**src/rtl/sim_mgt_loopback_pkg.sv**
```systemverilog
// Shared constants and helpers for the loopback MGT bank model.
package sim_mgt_loopback_pkg;

   localparam int unsigned NUM_LANES = 4;
   localparam int unsigned LANE_W    = 16;

   localparam logic [7:0] K28_5  = 8'hBC;
   localparam logic [7:0] CHAR_A = 8'h7C;
   localparam logic [7:0] CHAR_K = 8'hBC;
   localparam logic [7:0] CHAR_R = 8'h1C;

   // True when byte b is the K character c.
   function automatic logic is_kchar(input logic [7:0] b, input logic k, input logic [7:0] c);
      return k && (b == c);
   endfunction

   // Largest 2-bit skew field of a packed 4-lane skew vector.
   function automatic logic [1:0] max_skew(input logic [7:0] skew);
      logic [1:0] m;
      m = 2'd0;
      for (int i = 0; i < 4; i++) begin
         if (skew[2*i +: 2] > m) begin
            m = skew[2*i +: 2];
         end else begin
            m = m;
         end
      end
      return m;
   endfunction

endpackage

```
**src/rtl/sim_mgt_lane.sv**
```systemverilog
// One loopback lane: tx register, skew line, byte slip with comma
// alignment, receive lock counter and output flags.
module sim_mgt_lane
   import sim_mgt_loopback_pkg::*;
#(
   parameter int unsigned LOCK_CYCLES = 16,
   parameter logic [1:0]  SKEW        = 2'd0,
   parameter logic [1:0]  MAX_SKEW    = 2'd0,
   parameter logic        SLIP_INIT   = 1'b0
) (
   input  logic              clk,
   input  logic              reset,
   input  logic [LANE_W-1:0] tx_data,
   input  logic [1:0]        tx_charisk,
   input  logic              tx_reset,
   input  logic              rx_reset,
   input  logic              enable_align,
   input  logic              bonded,
   output logic [LANE_W-1:0] rx_data,
   output logic [1:0]        rx_charisk,
   output logic [1:0]        codevalid,
   output logic [1:0]        codecomma,
   output logic              rxlock,
   output logic              a_hit
);

   localparam int unsigned    CNT_W     = $clog2(LOCK_CYCLES + 1);
   localparam logic [CNT_W-1:0] LOCK_LAST = CNT_W'(LOCK_CYCLES - 1);

   logic [LANE_W-1:0] pipe_d_r [0:3];
   logic [1:0]        pipe_k_r [0:3];
   logic [LANE_W-1:0] prev_d_r;
   logic [1:0]        prev_k_r;
   logic              slip_r;
   logic [CNT_W-1:0]  cnt_r;
   logic              lock_r;

   logic [1:0]        tap_s;
   logic [LANE_W-1:0] cur_d_s;
   logic [1:0]        cur_k_s;
   logic [LANE_W-1:0] post_d_s;
   logic [1:0]        post_k_s;
   logic              align_hit_s;
   logic              lock_nxt_s;

   // Tx register (stage 0) followed by the skew shift line.
   always_ff @(posedge clk or negedge reset) begin
      if (!reset) begin
         for (int k = 0; k < 4; k++) begin
            pipe_d_r[k] <= 16'h0000;
            pipe_k_r[k] <= 2'b00;
         end
      end else begin
         pipe_d_r[0] <= tx_reset ? 16'h0000 : tx_data;
         pipe_k_r[0] <= tx_reset ? 2'b00 : tx_charisk;
         for (int k = 1; k < 4; k++) begin
            pipe_d_r[k] <= pipe_d_r[k-1];
            pipe_k_r[k] <= pipe_k_r[k-1];
         end
      end
   end

   // Bonding replaces the lane's own skew with the bank-wide maximum.
   always_comb begin
      tap_s = SKEW;
      if (bonded) begin
         tap_s = MAX_SKEW;
      end else begin
         tap_s = SKEW;
      end
      cur_d_s = pipe_d_r[tap_s];
      cur_k_s = pipe_k_r[tap_s];
   end

   // Byte framing: a slipped lane pairs the current low byte with the previous high byte.
   always_comb begin
      post_d_s = cur_d_s;
      post_k_s = cur_k_s;
      if (slip_r) begin
         post_d_s = {cur_d_s[7:0], prev_d_r[15:8]};
         post_k_s = {cur_k_s[0], prev_k_r[1]};
      end else begin
         post_d_s = cur_d_s;
         post_k_s = cur_k_s;
      end
      align_hit_s = enable_align && is_kchar(post_d_s[15:8], post_k_s[1], K28_5);
      a_hit       = is_kchar(post_d_s[7:0], post_k_s[0], CHAR_A) && !align_hit_s;
      lock_nxt_s  = !rx_reset && (lock_r || (cnt_r == LOCK_LAST));
   end

   // Previous-word holder and slip state.
   always_ff @(posedge clk or negedge reset) begin
      if (!reset) begin
         prev_d_r <= 16'h0000;
         prev_k_r <= 2'b00;
         slip_r   <= SLIP_INIT;
      end else begin
         prev_d_r <= cur_d_s;
         prev_k_r <= cur_k_s;
         if (rx_reset) begin
            slip_r <= SLIP_INIT;
         end else if (align_hit_s) begin
            slip_r <= ~slip_r;
         end else begin
            slip_r <= slip_r;
         end
      end
   end

   // Receive lock counter; saturates once lock is reached.
   always_ff @(posedge clk or negedge reset) begin
      if (!reset) begin
         cnt_r  <= '0;
         lock_r <= 1'b0;
      end else begin
         lock_r <= lock_nxt_s;
         if (rx_reset) begin
            cnt_r <= '0;
         end else if (!lock_r) begin
            cnt_r <= cnt_r + CNT_W'(1);
         end else begin
            cnt_r <= cnt_r;
         end
      end
   end

   // Output register; an unlocked lane presents all zeros.
   always_ff @(posedge clk or negedge reset) begin
      if (!reset) begin
         rx_data    <= 16'h0000;
         rx_charisk <= 2'b00;
         codevalid  <= 2'b00;
         codecomma  <= 2'b00;
      end else if (lock_nxt_s) begin
         rx_data    <= post_d_s;
         rx_charisk <= post_k_s;
         codevalid  <= 2'b11;
         codecomma  <= {is_kchar(post_d_s[15:8], post_k_s[1], K28_5),
                        is_kchar(post_d_s[7:0],  post_k_s[0], K28_5)};
      end else begin
         rx_data    <= 16'h0000;
         rx_charisk <= 2'b00;
         codevalid  <= 2'b00;
         codecomma  <= 2'b00;
      end
   end

   assign rxlock = lock_r;

endmodule

```
**src/rtl/sim_mgt_loopback.sv**
```systemverilog
// Four-lane MGT bank in serial loopback with skew, slip, comma alignment
// and channel bonding, for closing the loop around the XAUI PCS.
module sim_mgt_loopback
   import sim_mgt_loopback_pkg::*;
#(
   parameter int unsigned LOCK_CYCLES = 16,
   parameter logic [7:0]  LANE_SKEW   = 8'b11_10_01_00,
   parameter logic [3:0]  LANE_SLIP   = 4'b1010
) (
   input  logic        clk,
   input  logic        reset,
   input  logic [63:0] mgt_txdata,
   input  logic [7:0]  mgt_txcharisk,
   input  logic [3:0]  mgt_tx_reset,
   input  logic [3:0]  mgt_rx_reset,
   input  logic [3:0]  mgt_enable_align,
   input  logic        mgt_enchansync,
   output logic [63:0] mgt_rxdata,
   output logic [7:0]  mgt_rxcharisk,
   output logic [7:0]  mgt_codevalid,
   output logic [7:0]  mgt_codecomma,
   output logic [3:0]  mgt_rxlock
);

   localparam logic [1:0] MAX_SKEW = max_skew(LANE_SKEW);

   logic [3:0] a_hit_s;
   logic [3:0] seen_r;
   logic       bonded_r;

   for (genvar i = 0; i < NUM_LANES; i++) begin : g_lane
      sim_mgt_lane #(
         .LOCK_CYCLES (LOCK_CYCLES),
         .SKEW        (LANE_SKEW[2*i+1:2*i]),
         .MAX_SKEW    (MAX_SKEW),
         .SLIP_INIT   (LANE_SLIP[i])
      ) u_lane (
         .clk          (clk),
         .reset        (reset),
         .tx_data      (mgt_txdata[16*i +: 16]),
         .tx_charisk   (mgt_txcharisk[2*i +: 2]),
         .tx_reset     (mgt_tx_reset[i]),
         .rx_reset     (mgt_rx_reset[i]),
         .enable_align (mgt_enable_align[i]),
         .bonded       (bonded_r),
         .rx_data      (mgt_rxdata[16*i +: 16]),
         .rx_charisk   (mgt_rxcharisk[2*i +: 2]),
         .codevalid    (mgt_codevalid[2*i +: 2]),
         .codecomma    (mgt_codecomma[2*i +: 2]),
         .rxlock       (mgt_rxlock[i]),
         .a_hit        (a_hit_s[i])
      );
   end

   // Channel bonding: collect /A/ sightings until every lane has reported one.
   always_ff @(posedge clk or negedge reset) begin
      if (!reset) begin
         seen_r   <= 4'b0000;
         bonded_r <= 1'b0;
      end else if ((|mgt_rx_reset) || !mgt_enchansync) begin
         seen_r   <= 4'b0000;
         bonded_r <= 1'b0;
      end else begin
         seen_r <= seen_r | a_hit_s;
         if (&(seen_r | a_hit_s)) begin
            bonded_r <= 1'b1;
         end else begin
            bonded_r <= bonded_r;
         end
      end
   end

endmodule

```
**config.mk**
```make
export PLATFORM = sky130hd
export DESIGN_NAME = sim_mgt_loopback
export DESIGN_NICKNAME = d
export VERILOG_FILES = /design/src/rtl/sim_mgt_loopback_pkg.sv /design/src/rtl/sim_mgt_lane.sv /design/src/rtl/sim_mgt_loopback.sv
export SDC_FILE = /design/constraint.sdc
export NUM_CORES = 1
export LEC_CHECK = 0
export ABC_AREA = 1
export BUFFER_PORTS_ARGS = -buffer_cell sky130_fd_sc_hd__buf_2
export CAP_MARGIN = 10
export CORE_MARGIN = 2
export CORE_UTILIZATION = 57
export CTS_BUF_LIST = sky130_fd_sc_hd__clkbuf_16
export DETAILED_ROUTE_END_ITERATION = 10
export PLACE_DENSITY = 0.87
export SETUP_SLACK_MARGIN = 0.15
export SLEW_MARGIN = 40
export SYNTH_ARGS = -nofsm -noshare
export SYNTH_HDL_FRONTEND = slang
export SYNTH_SLANG_ARGS = --single-unit
export TNS_END_PERCENT = 5
```
**constraint.sdc**
```tcl
create_clock -name clk -period 2.21 [get_ports clk]
set_input_delay 0.3315 -clock clk [delete_from_list [all_inputs] [get_ports clk]]
set_output_delay 0.3315 -clock clk [all_outputs]
set_load 0.01 [all_outputs]
```
Word-level counts from Yosys, hierarchy flattened
Cells that the tools add are included.
{ "word_totals": {"register_bits": 481, "input_bits": 87, "out_inout_bits": 92, "wordCells": 222} }
{ "classes": {"add_sub_neg": 4, "n_lt_le_gt_ge": 3, "eq_ne": 20, "mux": 72, "bitwise": 8, "n_reduce_logical": 45} }
{ "ops": {"columns": ["operator", "count"], "rows": [
  ["16-bit two-way mux", 18],
  ["16-bit binary-select mux with 2-bit select", 3],
  ["8-bit equality test (second input constant)", 8],
  ["2-bit two-way mux", 28],
  ["5-bit two-way mux", 8],
  ["8-bit by 7-bit equality test with 1-bit output (second input constant)", 4],
  ["1-bit logical AND", 24],
  ["5-bit by 1-bit adder with 5-bit output (second input constant)", 4],
  ["5-bit by 4-bit equality test with 1-bit output (second input constant)", 4],
  ["2-bit binary-select mux with 2-bit select", 3],
  ["1-bit two-way mux", 11],
  ["2-bit nonzero test", 5],
  ["3-bit greater-or-equal comparator (second input constant)", 3],
  ["1-bit logical NOT", 9],
  ["2-bit NOT with 3-bit output", 3],
  ["2-bit inequality test (second input constant)", 4],
  ["1-bit logical OR", 5],
  ["4-bit two-way mux", 1],
  ["1-bit NOT", 4],
  ["4-bit OR", 1],
  ["4-bit AND reduction", 1],
  ["4-bit OR reduction", 1]
]} }

Longest topological paths before layout
{ "depth": {"depth_word": 15, "mapped_depth": 16, "mapped_depth_nobuf": 14} }

Hierarchy
From an unflattened synthesis, not the netlist that was laid out.
{ "unflattened": {"hier_cells": 1329, "area_unflattened_um2": 15229.6} }
{ "modules_own_cells": {"columns": ["mod", "instances", "cells_each", "area_each_um2", "seq_area_each_um2"], "rows": [
  ["sim_mgt_lane at g_lane[0].u_lane", 1, 348, 3902.5, 2702.6],
  ["sim_mgt_lane at g_lane[2].u_lane", 1, 350, 3902.5, 2702.6],
  ["sim_mgt_lane at g_lane[1].u_lane", 1, 321, 3686.0, 2703.8],
  ["sim_mgt_lane at g_lane[3].u_lane", 1, 289, 3537.1, 2703.8],
  ["sim_mgt_loopback", 1, 21, 201.4, 125.1]
]} }

Worst setup path after synthesis
No wires, ideal clock.
{ "synth_timing": {"path_kind": "register to register", "start": "register g_lane[0].u_lane.cnt_r[0]", "end": "register g_lane[0].u_lane.rx_data[10]", "arrival_time_ns": 1.681, "required_time_ns": 2.078, "slack_ns": 0.398, "path_stages_with_launch": 9, "synth_period_minus_slack_ns": 1.812, "path_cell_list": "dfrtp_1 > ha_1 > inv_1 > nor3_1 > ha_1 > o21ai_0 > clkbuf_1 > clkbuf_1 > nor2_1"} }
{ "synth_between": {"elab_chain_cells": 4} }
{ "synth_rtl": {"columns": ["element", "line_no", "source"], "rows": [
  ["start, declared", "sim_mgt_lane.sv:35", "logic [CNT_W-1:0] cnt_r;"],
  ["start signal, assigned", "sim_mgt_lane.sv:120", "cnt_r <= cnt_r + CNT_W'(1);"],
  ["start signal, assigned", "sim_mgt_lane.sv:122", "cnt_r <= cnt_r;"],
  ["5-bit by 4-bit equality test with 1-bit output", "sim_mgt_lane.sv:88", "lock_nxt_s = !rx_reset && (lock_r || (cnt_r == LOCK_LAST));"],
  ["1-bit logical OR", "sim_mgt_lane.sv:88", null],
  ["1-bit logical AND", "sim_mgt_lane.sv:88", null],
  ["16-bit two-way mux", "sim_mgt_lane.sv:134", "end else if (lock_nxt_s) begin"],
  ["end signal, assigned", "sim_mgt_lane.sv:135", "rx_data <= post_d_s;"],
  ["end, declared", "sim_mgt_lane.sv:19", "output logic [LANE_W-1:0] rx_data,"]
]} }
No other way between the ends.
A chain may end at the register's enable or synchronous reset.

Worst setup path in the final report
{ "layout_timing": {"start": "register bonded_r", "end": "register bonded_r"} }
{ "layout_between": {"elab_chain_cells": 14, "elab_cells_between_ends": 54, "cone_classes": "eq/ne: 6; mux: 27; bitwise: 4; reduce/logical: 17"} }
{ "layout_rtl": {"columns": ["element", "line_no", "source"], "rows": [
  ["start, declared", "sim_mgt_loopback.sv:29", "logic bonded_r;"],
  ["start signal, assigned", "sim_mgt_loopback.sv:68", "bonded_r <= bonded_r;"],
  ["2-bit two-way mux or 1-bit two-way mux (tied branches)", "sim_mgt_lane.sv:66", "if (bonded) begin"],
  ["2-bit NOT with 3-bit output (not written as such)", "sim_mgt_lane.sv:71, sim_mgt_lane.sv:72", null],
  ["16-bit binary-select mux with 2-bit select", "sim_mgt_lane.sv:71", "cur_d_s = pipe_d_r[tap_s];"],
  ["16-bit two-way mux (not written as such) (2 in a row)", "sim_mgt_lane.sv:71", null],
  ["16-bit two-way mux", "sim_mgt_lane.sv:79", "if (slip_r) begin"],
  ["8-bit equality test", "sim_mgt_loopback_pkg.sv:14", "return k && (b == c);"],
  ["1-bit logical AND", "sim_mgt_loopback_pkg.sv:14", null],
  ["1-bit logical AND", "sim_mgt_lane.sv:86", "align_hit_s = enable_align && is_kchar(post_d_s[15:8], post_k_s[1], K28_5);"],
  ["1-bit logical NOT", "sim_mgt_lane.sv:87", "a_hit = is_kchar(post_d_s[7:0], post_k_s[0], CHAR_A) && !align_hit_s;"],
  ["1-bit logical AND", "sim_mgt_lane.sv:87", null],
  ["4-bit OR *", "sim_mgt_loopback.sv:65", "if (&(seen_r | a_hit_s)) begin"],
  ["4-bit AND reduction *", "sim_mgt_loopback.sv:65", null],
  ["2-bit nonzero test (no source line) *", null, null]
]} }
Mark *: on every way between the ends. The rest lies on a longest branch, timed or not. The select of a mux whose other input is x is not followed.

==> out/summary.txt <==
Number of global-route vias before repair: 9,831
Ports: 179
Die Wd: 165 um
Vias/cell: 5.21
Row cnt: 58
Register bit total from synthesis: 437
Post-route ant nets: 0
Final setup viols: 0
Largest family of logic cells by synthesized area: simple AND/OR/NAND/NOR gates
Worst Path Arrival: 2.45 ns
Routed wire length: 31,100 um
GR peak layer: met2
Worst Setup End Kind: register
Fin. max-slew vios: 0
Initial antenna violation count: 0
Syn Area/Cell: 11.5 um2
HPWL after DPL: 19,200 um
P_leak: 9.52 nW
Fin. Hold Viols: 0
Worst hold slack: 0.0136 ns
Max IR drop VDD: 0.000706 V
Met1 global-route usage: 0.308
Startpoint types: register
Placed cell count: 1,763
Wirelength per Cell: 16.5 um
GR Overflow Total: 0
Hold Crit Class: input port to register
Post-Layout Cell Count: 1,889
Most frequent cells in the layout: dfrtp_1 (434), nand2_1 (204), nor2_1 (177), buf_2 (177), inv_1 (171)
Die ar.: 27,200 um2
Pre-CTS setup slack: -0.0649 ns
Clk Latency, worst-skew pair: 0.53 ns
Max frequency: 491 MHz
# port buffers: 178
CP Data Required Time: 2.62 ns
NumNets Final: 1,622
Netlist cell types: 33
Final non-filler cell area: 17,800 um2
Post-route setup slack: 0.174 ns
Layout cell share with drive strength beyond 1: 0.194
CTS max path bufs: 3
CTS Root Cell: clkbuf_16
Sequential element share of the synthesized area: 0.742
Placement Cell Area: 16,000 um2
Status: finished, final reports clean
Cell Area, Synth: 14,800 um2
Initial Util: 0.582
P&R area growth vs syn: 20.8%
Clk sinks: 437
Clock Skews: 0.0264 ns
Htree depth: 2
Unrepaired setup endpoints after global routing: yes
Post-synthesis mux area share: 0.00136
Worst-margin pin slew: 0.497 ns
Synth Area in Compound Gates: 0.0370
Iteration-0 DRC Markers: 881
Die Y: 165 um
Syn Nets: 1,382
GP Congestion: 0.961
Power Density: 881 nW/um2
CTS tree: yes
Slew HR: 0.668
First-pass GRT wire length: 49,000 um
Pwr Total: 0.0157 W
DR pass1 iterations: 5
M2 GR Usage: 0.388
Core area: 25,300 um2
Path type of the worst setup path: register to register
Syn Inst Count: 1,287
Period utilization: 0.921
GRT Total Usage: 0.233
Syn. warnings: 0
M3 GR Usage: 0.0369
Antenna diodes: 0
Simple-gate share of the synthesized area: 0.146
Num CTS Buffers: 42
DRC violations left: 0
Clock slew at reported path FFs: 0.06 ns
Via count: 9,838
Post-synthesis xor/xnor area fraction: 0
Synth Area in Adders: 0.00679
Crit path max fanout: 15
Largest net degree at the start of global routing: 86
Max-cap viol count: 0
Min Clock Period, post-route: 2.04 ns
Most common cell after layout, fill and taps aside: dfrtp_1
critical path, cell delays in order (launching register included):
cell and delay (ns):
dfrtp_2 0.48, clkinv_4 0.12, buf_12 0.15, nand2_1 0.11
nand2_1 0.09, nand2_1 0.10, nand2_2 0.10, nand2_1 0.06
nor2_1 0.12, nand4_1 0.16, nand2_1 0.14, nand2_1 0.06
nand2_1 0.06, nor2_1 0.04, nor2_1 0.08, nor2_1 0.04
metrics by stage:
step | utilization | setup TNS (ns)
2_1_floorplan | - | 0
3_3_place_gp | 0.631 | 0
3_5_place_dp | 0.631 | -0.0649
4_1_cts | 0.696 | 0
5_1_grt | 0.703 | 0
6_report | 0.703 | 0
final cells by class:
cell class | count | area (um2)
tap | 330 | 413
multi-input combinational | 627 | 2900
inverter | 170 | 643
sequential | 437 | 10900
fill | 1594 | 7510
clock inverter | 34 | 226
timing repair buffer | 249 | 1650
clock buffer | 42 | 1050
registers in the layout, summed over array words and instances (netlist names):
name,cells
g_lane.u_lane.slip_r,4
g_lane.u_lane.prev_k_r,4
g_lane.u_lane.rx_charisk,8
bonded_r,1
g_lane.u_lane.prev_d_r,32
g_lane.u_lane.pipe_d_r,256
g_lane.u_lane.cnt_r,20
g_lane.u_lane.codevalid,4
g_lane.u_lane.codecomma,8
g_lane.u_lane.pipe_k_r,32
g_lane.u_lane.rx_data,64
seen_r,4
metal layers:
metal / wire [um] / vias up / share of wire
met5: 0 / - / 0
met4: 1330 / 0 / 0.043
met3: 2010 / 97 / 0.065
met2: 15600 / 469 / 0.50
met1: 12100 / 4844 / 0.39
li1: - / 4428 / -
final timing paths:
path	from	endpoint	cells after the start	slack [ns]
max	bonded_r	bonded_r	15	0.17
min	mgt_txdata[23]	g_lane[1].u_lane.pipe_d_r[55]	3	0.01
max reg2reg	bonded_r	bonded_r	15	0.17
min reg2reg	g_lane[2].u_lane.pipe_d_r[56]	g_lane[2].u_lane.pipe_d_r[40]	0	0.34
max in group asynchronous	reset	g_lane[2].u_lane.pipe_d_r[42]	3	1.19
min in group asynchronous	reset	g_lane[3].u_lane.pipe_d_r[63]	2	0.28
power breakdown:
part	internal (W)	switching, W	total [W]
Sequential	0.00832	0.000131	0.00845
Clock	0.00371	0.00288	0.00659
Combinational	0.000237	0.000426	0.000663
cell usage after synthesis:
cell type  instances  area, um2
ha_1               8        100
or2_1              2       12.5
a31oi_1            3       18.8
inv_1            165        619
nand3_1           73        365
nor3b_1            1       7.51
inv_2              4       15.0
a21boi_1           1       7.51
nor3_1            20        100
nand2_1          210        788
nor2_1           181        679
nand3b_1           1       7.51
o31ai_1            4       30.0
buf_4             18        135
o211ai_1           4       30.0
a21oi_1           26        130
inv_4              1       6.26
clkbuf_1          14       52.6
and2_1            10       62.6
dfstp_2            2       52.6
a2111oi_0          1       8.76
buf_1              3       11.3
or2_2              9       56.3
nand2_2            1       6.26
nand4_1           10       62.6
buf_2              8       40.0
o21a_1            10       75.1
buf_6             10        113
dfrtp_1          435      10900
nor4_1             1       6.26
o21ai_1           16       80.1
mux2i_1            2       20.0
o21ai_0           33        165
repair_timing:
item | CTS | global route
cloned | 0 | 1
endpoints found under the hold margin | 62 | 1
hold buffers | 36 | 1
buffers inserted | 2 | 10
pin swaps | 1 | 13
endpoints found under the setup margin | 3 | 1
gates resized for setup | 6 | 23
logic make-up after synthesis:
logic type	Yosys count
AND/OR/NAND/NOR	519
multiplexers	2
flip-flops	437
buffers and inverters	223
AO/OA/AOI/OAI	98
adder cells (fa/ha/maj)	8
Note: power is estimated with default switching activity, not from simulation.
